--- src/rtl/alu_share_arbiter_if.sv ---
// Bundle between the shared-ALU arbiter, its two requesters, the response
// consumer and the ALU itself. The arbiter uses the slave modport; the
// surrounding logic (requesters, consumer, ALU) uses the master modport.
interface alu_share_arbiter_if #(
    parameter int WIDTH = 64
);
    logic [1:0]       req_valid;
    logic [1:0]       req_ready;
    logic [3:0]       req_op0;
    logic [3:0]       req_op1;
    logic [WIDTH-1:0] req_a0;
    logic [WIDTH-1:0] req_a1;
    logic [WIDTH-1:0] req_b0;
    logic [WIDTH-1:0] req_b1;

    logic [3:0]       alu_op;
    logic [WIDTH-1:0] alu_a;
    logic [WIDTH-1:0] alu_b;
    logic [WIDTH-1:0] alu_result;
    logic             alu_zero;

    logic             rsp_valid;
    logic             rsp_ready;
    logic             rsp_id;
    logic [WIDTH-1:0] rsp_result;
    logic             rsp_zero;
    logic             rsp_err;

    modport master (
        output req_valid, req_op0, req_op1, req_a0, req_a1, req_b0, req_b1,
        output alu_result, alu_zero, rsp_ready,
        input  req_ready, alu_op, alu_a, alu_b,
        input  rsp_valid, rsp_id, rsp_result, rsp_zero, rsp_err
    );

    modport slave (
        input  req_valid, req_op0, req_op1, req_a0, req_a1, req_b0, req_b1,
        input  alu_result, alu_zero, rsp_ready,
        output req_ready, alu_op, alu_a, alu_b,
        output rsp_valid, rsp_id, rsp_result, rsp_zero, rsp_err
    );
endinterface

--- src/rtl/alu_share_arbiter.sv ---
// Round-robin arbiter/sequencer sharing one ALU between two requesters.
// One operation in flight; result and Zero returned on a tagged response
// channel with backpressure.
//
// state | meaning
// ------+-----------------------------------------------------------
// IDLE  | grant logic active, ReqReady offered to the granted requester
// ISSUE | ALU ports driven from latched request, result captured at exit
// RESP  | response held on Rsp* until consumed
module alu_share_arbiter #(
    parameter int WIDTH = 64
) (
    input  logic                 clk,
    input  logic                 rst_n,
    alu_share_arbiter_if.slave   bus
);

    typedef enum logic [1:0] {
        IDLE  = 2'd0,
        ISSUE = 2'd1,
        RESP  = 2'd2
    } state_t;

    state_t           state;
    state_t           state_nxt;
    logic             prio;
    logic             grant;
    logic             accept;
    logic             legal;
    logic [3:0]       sel_op;
    logic [WIDTH-1:0] sel_a;
    logic [WIDTH-1:0] sel_b;
    logic [1:0]       req_ready;

    logic [3:0]       alu_op_q;
    logic [WIDTH-1:0] alu_a_q;
    logic [WIDTH-1:0] alu_b_q;
    logic             rsp_id_q;
    logic [WIDTH-1:0] rsp_result_q;
    logic             rsp_zero_q;
    logic             rsp_err_q;

    // State register.
    always_ff @(posedge clk or negedge rst_n) begin
        if (!rst_n) begin
            state <= IDLE;
        end else begin
            state <= state_nxt;
        end
    end

    // Grant selection, request mux, op decode and next-state logic.
    always_comb begin
        grant     = 1'b0;
        accept    = 1'b0;
        legal     = 1'b0;
        req_ready = 2'b00;
        state_nxt = state;

        if (bus.req_valid == 2'b11) begin
            grant = prio;
        end else begin
            grant = bus.req_valid[1];
        end

        sel_op = grant ? bus.req_op1 : bus.req_op0;
        sel_a  = grant ? bus.req_a1  : bus.req_a0;
        sel_b  = grant ? bus.req_b1  : bus.req_b0;

        case (sel_op)
            4'b0000, 4'b0001, 4'b0010, 4'b0110, 4'b0111: legal = 1'b1;
            default:                                     legal = 1'b0;
        endcase

        case (state)
            IDLE: begin
                if (rst_n && (bus.req_valid != 2'b00)) begin
                    accept           = 1'b1;
                    req_ready[grant] = 1'b1;
                    state_nxt        = legal ? ISSUE : RESP;
                end
            end
            ISSUE: begin
                state_nxt = RESP;
            end
            RESP: begin
                if (bus.rsp_ready) begin
                    state_nxt = IDLE;
                end
            end
            default: begin
                state_nxt = IDLE;
            end
        endcase
    end

    // Request latch, priority update and response capture.
    // ALU port registers load only for legal ops so an illegal op leaves
    // the ALU inputs untouched.
    always_ff @(posedge clk or negedge rst_n) begin
        if (!rst_n) begin
            prio         <= 1'b0;
            alu_op_q     <= 4'd0;
            alu_a_q      <= '0;
            alu_b_q      <= '0;
            rsp_id_q     <= 1'b0;
            rsp_result_q <= '0;
            rsp_zero_q   <= 1'b0;
            rsp_err_q    <= 1'b0;
        end else if (accept) begin
            prio     <= ~grant;
            rsp_id_q <= grant;
            if (legal) begin
                alu_op_q <= sel_op;
                alu_a_q  <= sel_a;
                alu_b_q  <= sel_b;
            end else begin
                rsp_result_q <= '0;
                rsp_zero_q   <= 1'b0;
                rsp_err_q    <= 1'b1;
            end
        end else if (state == ISSUE) begin
            rsp_result_q <= bus.alu_result;
            rsp_zero_q   <= bus.alu_zero;
            rsp_err_q    <= 1'b0;
        end
    end

    assign bus.req_ready  = req_ready;
    assign bus.alu_op     = alu_op_q;
    assign bus.alu_a      = alu_a_q;
    assign bus.alu_b      = alu_b_q;
    assign bus.rsp_valid  = (state == RESP);
    assign bus.rsp_id     = rsp_id_q;
    assign bus.rsp_result = rsp_result_q;
    assign bus.rsp_zero   = rsp_zero_q;
    assign bus.rsp_err    = rsp_err_q;

endmodule

--- src/flat_wrapper.sv ---
// flat-port wrapper written by rule: the top's interface ports become plain ports
module alu_share_arbiter_flat 
#(
    parameter int WIDTH = 64
)
  (clk, rst_n, bus_req_valid, bus_req_op0, bus_req_op1, bus_req_a0, bus_req_a1, bus_req_b0, bus_req_b1, bus_alu_result, bus_alu_zero, bus_rsp_ready, bus_req_ready, bus_alu_op, bus_alu_a, bus_alu_b, bus_rsp_valid, bus_rsp_id, bus_rsp_result, bus_rsp_zero, bus_rsp_err);
  alu_share_arbiter_if #(.WIDTH(WIDTH)) bus_i ();
  input  logic clk;
  input  logic rst_n;
  input wire logic [$bits(bus_i.req_valid)-1:0] bus_req_valid;
  input wire logic [$bits(bus_i.req_op0)-1:0] bus_req_op0;
  input wire logic [$bits(bus_i.req_op1)-1:0] bus_req_op1;
  input wire logic [$bits(bus_i.req_a0)-1:0] bus_req_a0;
  input wire logic [$bits(bus_i.req_a1)-1:0] bus_req_a1;
  input wire logic [$bits(bus_i.req_b0)-1:0] bus_req_b0;
  input wire logic [$bits(bus_i.req_b1)-1:0] bus_req_b1;
  input wire logic [$bits(bus_i.alu_result)-1:0] bus_alu_result;
  input wire logic [$bits(bus_i.alu_zero)-1:0] bus_alu_zero;
  input wire logic [$bits(bus_i.rsp_ready)-1:0] bus_rsp_ready;
  output wire logic [$bits(bus_i.req_ready)-1:0] bus_req_ready;
  output wire logic [$bits(bus_i.alu_op)-1:0] bus_alu_op;
  output wire logic [$bits(bus_i.alu_a)-1:0] bus_alu_a;
  output wire logic [$bits(bus_i.alu_b)-1:0] bus_alu_b;
  output wire logic [$bits(bus_i.rsp_valid)-1:0] bus_rsp_valid;
  output wire logic [$bits(bus_i.rsp_id)-1:0] bus_rsp_id;
  output wire logic [$bits(bus_i.rsp_result)-1:0] bus_rsp_result;
  output wire logic [$bits(bus_i.rsp_zero)-1:0] bus_rsp_zero;
  output wire logic [$bits(bus_i.rsp_err)-1:0] bus_rsp_err;
  assign bus_i.req_valid = bus_req_valid;
  assign bus_i.req_op0 = bus_req_op0;
  assign bus_i.req_op1 = bus_req_op1;
  assign bus_i.req_a0 = bus_req_a0;
  assign bus_i.req_a1 = bus_req_a1;
  assign bus_i.req_b0 = bus_req_b0;
  assign bus_i.req_b1 = bus_req_b1;
  assign bus_i.alu_result = bus_alu_result;
  assign bus_i.alu_zero = bus_alu_zero;
  assign bus_i.rsp_ready = bus_rsp_ready;
  assign bus_req_ready = bus_i.req_ready;
  assign bus_alu_op = bus_i.alu_op;
  assign bus_alu_a = bus_i.alu_a;
  assign bus_alu_b = bus_i.alu_b;
  assign bus_rsp_valid = bus_i.rsp_valid;
  assign bus_rsp_id = bus_i.rsp_id;
  assign bus_rsp_result = bus_i.rsp_result;
  assign bus_rsp_zero = bus_i.rsp_zero;
  assign bus_rsp_err = bus_i.rsp_err;
  alu_share_arbiter #(.WIDTH(WIDTH)) u_core (.clk(clk), .rst_n(rst_n), .bus(bus_i));
endmodule
--- config.mk ---
export PLATFORM = sky130hd
export DESIGN_NAME = alu_share_arbiter_flat
export DESIGN_NICKNAME = d
export VERILOG_FILES = /design/src/rtl/alu_share_arbiter_if.sv /design/src/rtl/alu_share_arbiter.sv /design/src/flat_wrapper.sv
export SDC_FILE = /design/constraint.sdc
export NUM_CORES = 1
export LEC_CHECK = 0
export ABC_AREA = 1
export CAP_MARGIN = 10
export CORE_AREA = 2 2 208 210
export CTS_CLUSTER_SIZE = 30
export DETAILED_ROUTE_END_ITERATION = 8
export DIE_AREA = 0 0 210 212
export PLACE_DENSITY = 0.49
export SLEW_MARGIN = 20
export SYNTH_ARGS = -nofsm -noshare
export SYNTH_HDL_FRONTEND = slang
export SYNTH_SLANG_ARGS = --single-unit
export TNS_END_PERCENT = 50
--- constraint.sdc ---
create_clock -name clk -period 1.6 [get_ports clk]
set_input_delay 0.4 -clock clk [delete_from_list [all_inputs] [get_ports clk]]
set_output_delay 0.4 -clock clk [all_outputs]
set_load 0.03 [all_outputs]
; ---- After elaboration in Yosys (flattened, before gate mapping)
; Index checks and enable logic that the tools add are counted.
; Widths: inputs -> output; s select.
[word_totals]
register_bits = 202
input_bits = 334
output_inout_bits = 202
wordCells = 56
[classes]
n_lt_le_gt_ge = 2
eq_ne = 10
muxes = 24
n_bitwise = 1
reduce_logical = 10
[ops]
columns = cell, count
row1 = $mux 64, 5
row2 = $mux 1, 11
row3 = $mux 2, 5
row4 = $eq 4x3->1 const B, 2
row5 = $pmux 2 s3, 1
row6 = $reduce_and 2->1, 3
row7 = $reduce_or 5->1, 1
row8 = $eq 2x2->1 const B, 2
row9 = $eq 4x1->1 const B, 1
row10 = $eq 4x2->1 const B, 1
row11 = $logic_not 4->1, 1
row12 = $mux 4, 1
row13 = $ne 2x2->1 const B, 2
row14 = $reduce_bool 2->1, 2
row15 = $eq 2x1->1 const B, 1
row16 = $logic_and 1x1->1, 2
row17 = $logic_not 2->1, 1
row18 = $lt 1x2->1 const B, 1
row19 = $ne 2x1->1 const B, 1
row20 = $demux 1 s1, 1
row21 = $ge 1x1->1 const B, 1
row22 = $not 1->1, 1

; ---- Depth between registers and ports, before layout
; Gate-level depths: netlist of the first run.
[depth]
depth_word = 9
mapped_depth = 13
mapped_depth_nobuf = 11

; ---- Worst setup path after synthesis of the first run
; Ideal clock, no wire load.
[synth_path]
path_type = input -> output
startpoint = input bus_req_valid[1]
endpoint = output bus_req_ready[1]
arrival_ps = 1419
required_ps = 1200
setup_slack_ps = -219
cell_stages = 5
path_buffers = 3
cell_sequence = buf_4 nand2_4 buf_2 buf_2 nor2_1
[synth_between]
elab_chain_len = 8
elab_cells_between_ends = 11
cone_classes = order compare (2) / eq/ne (1) / mux (5) / reduce/logical (3)
[synth_rtl]
columns = item, line
row1 = "start, declared", flat_wrapper.sv:10  ; input wire logic [$bits(bus_i.req_valid)-1:0] bus_req_valid;
row2 = $eq 2x2->1, alu_share_arbiter.sv:60  ; if (bus.req_valid == 2'b11) begin
row3 = $mux 1, alu_share_arbiter.sv:60
row4 = $lt 1x2->1 (implied by the code) or $ge 1x1->1 (tied branches), alu_share_arbiter.sv:79  ; req_ready[grant] = 1'b1;
row5 = $logic_and 1x1->1 (implied by the code), alu_share_arbiter.sv:79
row6 = $mux 1 (implied by the code), alu_share_arbiter.sv:79
row7 = $demux 1 s1, n/a
row8 = $mux 2 (*), alu_share_arbiter.sv:77  ; if (rst_n && (bus.req_valid != 2'b00)) begin
row9 = $mux 2 (*), alu_share_arbiter.sv:75  ; case (state)
row10 = "end, declared", flat_wrapper.sv:20  ; output wire logic [$bits(bus_i.req_ready)-1:0] bus_req_ready;
; Every way passes the cells marked *; elsewhere a longest branch is shown, timed or not.

; ---- Final worst setup path of the first run
[layout_path]
startpoint = input bus_req_valid[0]
endpoint = register u_core.alu_b_q[13] (netlist: u_core.bus.alu_b[13])
[layout_between]
elab_chain_len = 7
elab_cells_between_ends = 16
cone_classes = eq/ne (5) / mux (6) / reduce/logical (5)
[layout_rtl]
columns = item, line
row1 = $eq 2x2->1, alu_share_arbiter.sv:60
row2 = $mux 1, alu_share_arbiter.sv:60
row3 = $mux 4, alu_share_arbiter.sv:66  ; sel_op = grant ? bus.req_op1 : bus.req_op0;
row4 = $eq 4x1->1 (tied with other cells), alu_share_arbiter.sv:70  ; case (sel_op)
row5 = $reduce_or 5->1, alu_share_arbiter.sv:70
row6 = $mux 1, alu_share_arbiter.sv:70
row7 = $reduce_and 2->1 (no line), n/a
row8 = "end signal, assigned", alu_share_arbiter.sv:116  ; alu_b_q <= sel_b;
row9 = "end, declared", alu_share_arbiter.sv:37  ; logic [WIDTH-1:0] alu_b_q;
; Parallel ways exist; a longest one is shown, timed or not.
; A chain may end at the register's enable or synchronous reset.

==> results.md, run 1 <==
* Post-Synth Simple-Gate Area at 0.163
* Cell seen most often among critical-path stages: sky130_fd_sc_hd__nand2_2
* Cell with the most instances after synthesis: sky130_fd_sc_hd__nand2_1
* Worst rel slew slack at 0.506
* Die width at 210 um
* Average vias per placed instance at 4.19
* Setup TNS Final at -44.81 ns
* Worst min-delay path class: in -> async
* Critical setup path kind: in -> reg
* Proportion of layout cells with a drive suffix above 1 at 0.283
* Clock transition at the registers of the reported paths at 0.06 ns
* Type of element capturing the critical path: flop
* DIE HEIGHT at 212 um
* Complex-gate fraction of the synthesized area at 0.0777
* Worst setup margin at -0.367 ns
* Number of cell rows at 76
* Total Routing Usage GR at 0.155
* Endpoints failing setup at 203
* Total CTS buffers at 25
* Arrival time reported for the critical path endpoint at 2.36 ns
* H-Tree Depth at 1
* Post-detailed-placement cell area at 15,200 um^2
* Sum of internal, switching and leakage power at 0.0280 W
* Number of hold violations in the final report at 0
* Starting density of the core at 0.209
* Post-Syn Nets at 1,235
* Status: complete, but fails checks
* CTS Hold Bufs at 0
* Count of flip-flops with a built-in enable after synthesis at 0
* Number of warnings printed during yosys synthesis at 0
* Highest fanout seen on the critical path at 9
* Kind of launch point of the worst setup path: input port
* Number of placed instances, taps included at 1,969
* Number of antenna violations at the first check in global routing at 6
* Async S/R FF share, synth at 1.00
* Pin count of the biggest net entering global routing at 120
* First-iteration detailed-routing DRC count at 341
* Post-synthesis mux area share at 0.144
* Final instance area at 16,100 um^2
* Synth Instances at 901
* Top cell type by total area after synthesis: sky130_fd_sc_hd__dfrtp_1
* Required time of the worst setup path at 2.00 ns
* Global-route wire length before repair at 53.2 mm
* Total power divided by cell area at 1740 nW/um^2
* Critical path's largest stage delay at 0.56 ns
* Clock network latency to the later pin of the worst-skew pair at 0.52 ns
* Clock tree sinks at 202
* Post-Synth XOR/XNOR Area at 0
* Max Cap Violations at 0
* Post-route fraction of the period consumed by the critical path at 1.23
* Flops & latches, synth at 202
* Avg WL per Cell at 17.9 um
* Synthesized area at 8890 um^2
* Non-filler cells, final at 2,043
* Layout overhead on the synthesized area at 81.2%
* Leak pwr at 8.05 nW
* Worst-margin pin slew at 0.742 ns
* Final count of pins violating max slew at 0
* PortBufs at 535
* Met2 usage in global routing at 0.277
* I/O pin count at 536
* Chain of cells forming the critical path: clkdlybuf4s50_1 -> nand2_4 -> buf_6 -> buf_6 -> nand3b_1 -> nand2_2 -> nand2_2 -> nand4_1 -> buf_12 -> buf_12 -> buf_16 -> nand2_2 -> o21ai_1
* Total congestion overflow after global routing at 0
* DRT Wirelength at 36.7 mm
* Peak VDD IR at 0.715 mV
* Violated checks: setup timing
* Number of detailed-route iterations in the first pass at 4
* Antenna Nets Post-Route at 0
* Core Area at 42,500 um^2
* Post-synthesis area per instance at 9.86 um^2
* Most frequent cells after synthesis: sky130_fd_sc_hd__nand2_1 (278), sky130_fd_sc_hd__dfrtp_1 (202), sky130_fd_sc_hd__mux2i_1 (128), sky130_fd_sc_hd__nand3_1 (70), sky130_fd_sc_hd__o21ai_1 (69)
* Number of global-route vias before repair at 8,610
* Adder-cell share of the synthesized area at 0
* Max Fclk at 0.508 GHz
* Busiest metal layer after global routing: met2
* RSZ-0062 raised after global routing: yes
* Minimum clock period after layout at 1.97 ns
* Ranking of synthesized cells by area: sky130_fd_sc_hd__dfrtp_1 (57%), sky130_fd_sc_hd__mux2i_1 (14%), sky130_fd_sc_hd__nand2_1 (12%)
* Final estimated routing congestion in global placement at 0.831
* Standard cell with the maximum stage delay on the critical path: sky130_fd_sc_hd__clkdlybuf4s50_1
* Number of buffers on the longest clock path at 3
* TritonCTS clock tree: done
* Sequential area share after synthesis at 0.569
* Number of remaining DRC errors at 0
* Synth top area share at 0.569
* Combinational family with the most area after synthesis: simple AND/OR/NAND/NOR gates
* Fillcell total at 4,359
* Cell variety after synth at 21
* Final net count at 1,815
* Half-perimeter wire length after placement at 26.4 mm
* Dominant synthesized flop cell: sky130_fd_sc_hd__dfrtp_1
* Global-route met3 utilization at 0.0372
* GRT met1 Usage at 0.184
* Die footprint at 44,500 um^2
* Clock root cell: sky130_fd_sc_hd__clkbuf_16
* Via Count at 8,564
* Worst Clk Skew at 0.00942 ns
==> timing repair <==
action	CTS	global route
buffers inserted	15	5
endpoints found under the setup margin	382	205
pin swaps	7	8
endpoints found under the hold margin	0	0
gates resized for setup	971	135
cloned	8	6
==> flip-flops by register name (all words and copies together) (netlist names) <==
register,count
u_core.bus.alu_a,64
u_core.bus.alu_op,4
u_core.bus.alu_b,64
u_core.bus.rsp_id,1
u_core.bus.rsp_err,1
u_core.prio,1
u_core.state,2
u_core.bus.rsp_result,64
u_core.bus.rsp_zero,1
==> layer usage <==
layer / part of all wire / vias up
met1: 0.40 / 4033
met2: 0.51 / 285
met3: 0.067 / 48
li1: - / 4192
met4: 0.020 / 6
met5: 0.0010 / -
==> layout make-up <==
class	instances	area [um^2]	share of cell area
multi-input combinational	621	3840	0.239
timing repair buffer	618	5700	0.354
antenna	4	10.0	0.000622
tap	546	683	0.0424
sequential	202	5050	0.314
clock buffer	36	737	0.0458
clock inverter	3	17.5	0.00109
inverter	13	51.3	0.00319
==> stage by stage <==
stage	util	worst slack [ns]	hold WS [ns]
floorplan	-	-0.0812	0.104
global placement	0.358	-0.610	0.451
detailed placement	0.358	-0.713	0.455
CTS	0.367	-0.378	0.0475
global route	0.379	-0.446	0.0806
finish	0.379	-0.367	0.0362
==> logic make-up (layout without fill, tap and decap cells) <==
family                 after synthesis  in the layout
other                                0              4
multiplexers                       128            128
AND/OR/NAND/NOR                    357            357
AO/OA/AOI/OAI                      136            136
flip-flops                         202            202
buffers and inverters               78            670
==> power breakdown <==
part / switching, W / total (W) / internal [W]
logic: 0.00873 / 0.0139 / 0.00516
clock network: 0.00220 / 0.00534 / 0.00314
registers: 0.00140 / 0.00878 / 0.00738
==> layout by cell type, fill, tap and decap left out, drive strengths merged <==
master / instances
diode: 4
clkbuf: 48
nand3b: 1
dfrtp: 202
mux2i: 128
clkinv: 2
o211ai: 1
o21ai: 133
nor2: 4
nand2: 281
inv: 13
buf: 273
a21oi: 2
nand4: 1
clkinvlp: 1
clkdlybuf4s50: 332
nand3: 70
clkdlybuf4s15: 1
==> final timing paths <==
kind	from	endpoint	slack (ns)	cells after the start
max	bus_req_valid[0]	u_core.bus.alu_b[13]$_DFFE_PN0P_	-0.37	13
min	rst_n	u_core.bus.alu_a[39]$_DFFE_PN0P_	0.04	3
max reg2reg	u_core.prio$_DFFE_PN0P_	u_core.bus.alu_b[13]$_DFFE_PN0P_	-0.33	13
min reg2reg	u_core.bus.alu_op[3]$_DFFE_PN0P_	u_core.bus.alu_op[3]$_DFFE_PN0P_	0.46	2
max in group asynchronous	rst_n	u_core.bus.alu_b[39]$_DFFE_PN0P_	0.91	3
min in group clk	bus_alu_result[53]	u_core.bus.rsp_result[53]$_DFFE_PN0P_	0.41	3
==> critical path: cells and delay by family <==
family                 cells  cell delay, ns
and+or+nand+nor            6            0.57
AOI/OAI and AO/OA          1            0.05
buffers and inverters      6            1.32
No activity file was read; power rests on OpenSTA's default activity.
==> inputs of run 2 (changes only) <==
GPL_ROUTABILITY_DRIVEN = 0   (was unset)
==> results of run 2 <==
The final DEF is identical to that of run 1; final timing and power are the same.
==> inputs of run 3 (changes only) <==
CORE_AREA = 3 3 209 211   (was 2 2 208 210)
DIE_AREA = 0 0 212 214   (was 0 0 210 212)
==> results.md, run 3 (synthesis results as in run 1) <==
* Die footprint at 45,400 um^2 (+1.9%)
* Antenna Nets Post-Route at 0 (unchanged)
* Number of placed instances, taps included at 1,957 (-0.61%)
* Max Cap Violations at 0 (unchanged)
* Most common cell after layout, fill and taps aside: sky130_fd_sc_hd__clkdlybuf4s50_1
* Crit path to: bus_req_ready[0]
* H-Tree Depth at 1 (unchanged)
* Starting density of the core at 0.212 (+0.00279)
* Clock tree sinks at 202 (unchanged)
* R2r setup slk at -0.26 ns (+0.07 ns)
* Number of buffers on the longest clock path at 3 (unchanged)
* DIE HEIGHT at 214 um (+0.94%)
* PortBufs at 535 (unchanged)
* Layout overhead on the synthesized area at 82.1%
* Half-perimeter wire length after placement at 27.4 mm (+3.6%)
* Number of detailed-route iterations in the first pass at 4 (unchanged)
* Total congestion overflow after global routing at 0 (unchanged)
* FF-to-FF Start: u_core.prio$_DFFE_PN0P_
* Via Count at 8,573 (+0.11%)
* Clock network latency to the later pin of the worst-skew pair at 0.52 ns (about the same)
* Fillcell total at 4,249 (-2.5%)
* Critical setup path kind: in -> out
* Status: complete, but fails checks
* CTS Hold Bufs at 0 (unchanged)
* Final-layout worst hold slack at 0.0232 ns (-0.0130 ns)
* Endpoints failing setup at 143 (-30%)
* Die width at 212 um (+0.95%)
* Clock root cell: sky130_fd_sc_hd__clkbuf_16
* TritonCTS clock tree: done
* Kind of launch point of the worst setup path: input port
* RSZ-0062 raised after global routing: yes
* Global-route wire length before repair at 52.7 mm (-0.97%)
* Core Area at 41,900 um^2 (-1.3%)
* Clock transition at the registers of the reported paths at 0.06 ns (about the same)
* Final count of pins violating max slew at 0 (unchanged)
* Number of global-route vias before repair at 8,498 (-1.3%)
* Leak pwr at 8.10 nW (+0.61%)
* Required time of the worst setup path at 1.20 ns (-0.80 ns)
* Worst Clk Skew at 0.00809 ns (-0.00133 ns)
* Start point of the critical path: bus_req_valid[1]
* Proportion of layout cells with a drive suffix above 1 at 0.288 (+0.00450)
* Most used cells in the layout excluding fill and tap cells: sky130_fd_sc_hd__clkdlybuf4s50_1 (332), sky130_fd_sc_hd__nand2_1 (228), sky130_fd_sc_hd__dfrtp_1 (202)
* Max Fclk at 0.490 GHz (-3.7%)
* Total Routing Usage GR at 0.149 (-0.00514)
* Non-filler cells, final at 2,035 (-0.39%)
* Post-route fraction of the period consumed by the critical path at 1.28 (+0.0468)
* First-iteration detailed-routing DRC count at 300 (-12%)
* Worst min-delay path class: in -> async
* Final net count at 1,812 (-0.17%)
* Total CTS buffers at 25 (unchanged)
* Highest fanout seen on the critical path at 4 (-5)
* Peak VDD IR at 0.839 mV (+17%)
* Worst setup margin at -0.442 ns (-0.0749 ns)
* Worst rel slew slack at 0.541 (+0.0358)
* Violated checks: setup timing
* DRT Wirelength at 38.3 mm (+4.4%)
* Type of element capturing the critical path: primary output
* I/O pin count at 536 (unchanged)
* Average vias per placed instance at 4.21 (+0.50%)
* Worst-margin pin slew at 0.688 ns (-0.0537 ns)
* Pin count of the biggest net entering global routing at 112 (-6.7%)
* Number of antenna violations at the first check in global routing at 2 (-4)
* Total power divided by cell area at 1750 nW/um^2 (+0.63%)
* Arrival time reported for the critical path endpoint at 1.64 ns (-0.72 ns)
* Cell count of the worst reg-to-reg path at 14 (+1)
* Number of remaining DRC errors at 0 (unchanged)
* Worst R2R End: u_core.bus.alu_b[15]$_DFFE_PN0P_
* Minimum clock period after layout at 2.04 ns (+0.0749 ns)
* Avg WL per Cell at 18.8 um (+4.8%)
* Number of cell rows at 75 (-1.3%)
* Number of hold violations in the final report at 0 (unchanged)
[run 3: changes by cell type in the layout (fill, tap and decap cells not counted), sizes merged]
cell | previous run | this run
buf | 273 | 268
clkbuf | 48 | 52
bufinv | 0 | 2
diode | 4 | 2
clkdlybuf4s15 | 1 | 2
clkinv | 2 | 1
clkinvlp | 1 | 0
inv | 13 | 14
[run 3: how the worst min path moves through the flow]
stage	to	from	slack, ns	cells past startpoint
finish	u_core.bus.alu_op[1]$_DFFE_PN0P_	rst_n	0.02	3
global route	u_core.bus.alu_op[1]$_DFFE_PN0P_	rst_n	0.07	3
CTS	u_core.bus.alu_op[1]$_DFFE_PN0P_	rst_n	0.04	3
detailed placement	u_core.bus.alu_a[26]$_DFFE_PN0P_	u_core.bus.alu_a[26]$_DFFE_PN0P_	0.47	2
global placement	u_core.bus.rsp_err$_DFFE_PN0P_	u_core.bus.rsp_err$_DFFE_PN0P_	0.46	2
floorplan	u_core.bus.alu_a[0]$_DFFE_PN0P_	rst_n	0.10	0
[run 3: through the flow]
stage                     total power, W  TNS (ns)  cell area, um^2  setup slack (ns)   util
after CTS                         0.0277    -18.69            15200            -0.490  0.364
after floorplan                   0.0161   -0.0812             8900           -0.0812      -
final                             0.0283    -19.53            16200            -0.442  0.386
after detailed placement          0.0237   -123.76            15200            -0.697  0.363
after global routing              0.0300    -33.40            16200            -0.529  0.386
after global placement            0.0236   -117.66            15200            -0.681  0.363
[run 3: area by class of cell]
class,instances,area [um^2],area share
Antenna cell,2,5.00,0.000309
Clock buffer,39,758,0.0469
Clock inverter,4,73.8,0.00456
Inverter,13,51.3,0.00317
Multi-Input combinational cell,621,3790,0.234
Sequential cell,202,5050,0.312
Tap cell,539,674,0.0417
Timing Repair Buffer,615,5770,0.357
[run 3: routing by layer]
layer / GRT usage / vias up / share of wire
met5: 0 / - / 0
met4: 0.0442 / 0 / 0.024
met3: 0.0379 / 51 / 0.080
met2: 0.267 / 327 / 0.51
met1: 0.175 / 4014 / 0.39
li1: - / 4181 / -
[run 3: critical path, cell delays in order]
cell                              delay [ns]
sky130_fd_sc_hd__clkdlybuf4s50_1        0.47
sky130_fd_sc_hd__buf_6                  0.13
sky130_fd_sc_hd__o21ai_0                0.11
sky130_fd_sc_hd__nor2_2                 0.15
sky130_fd_sc_hd__inv_2                  0.07
sky130_fd_sc_hd__a21oi_2                0.15
sky130_fd_sc_hd__buf_6                  0.16
[run 3: timing repair]
item                       4_1_cts  5_1_grt
gates cloned                     1       18
gates resized for setup        943      171
pin swaps                        3        8
buffers inserted                 2       12
setup endpoints to repair      378      199
[run 3: report_power, final]
| part | total [W] | leakage, nW | switching, W | internal (W) |
|---|---|---|---|---|
| registers | 0.00873 | 2.58 | 0.00135 | 0.00738 |
| clock network | 0.00574 | 0.409 | 0.00220 | 0.00355 |
| logic | 0.0138 | 5.11 | 0.00882 | 0.00502 |
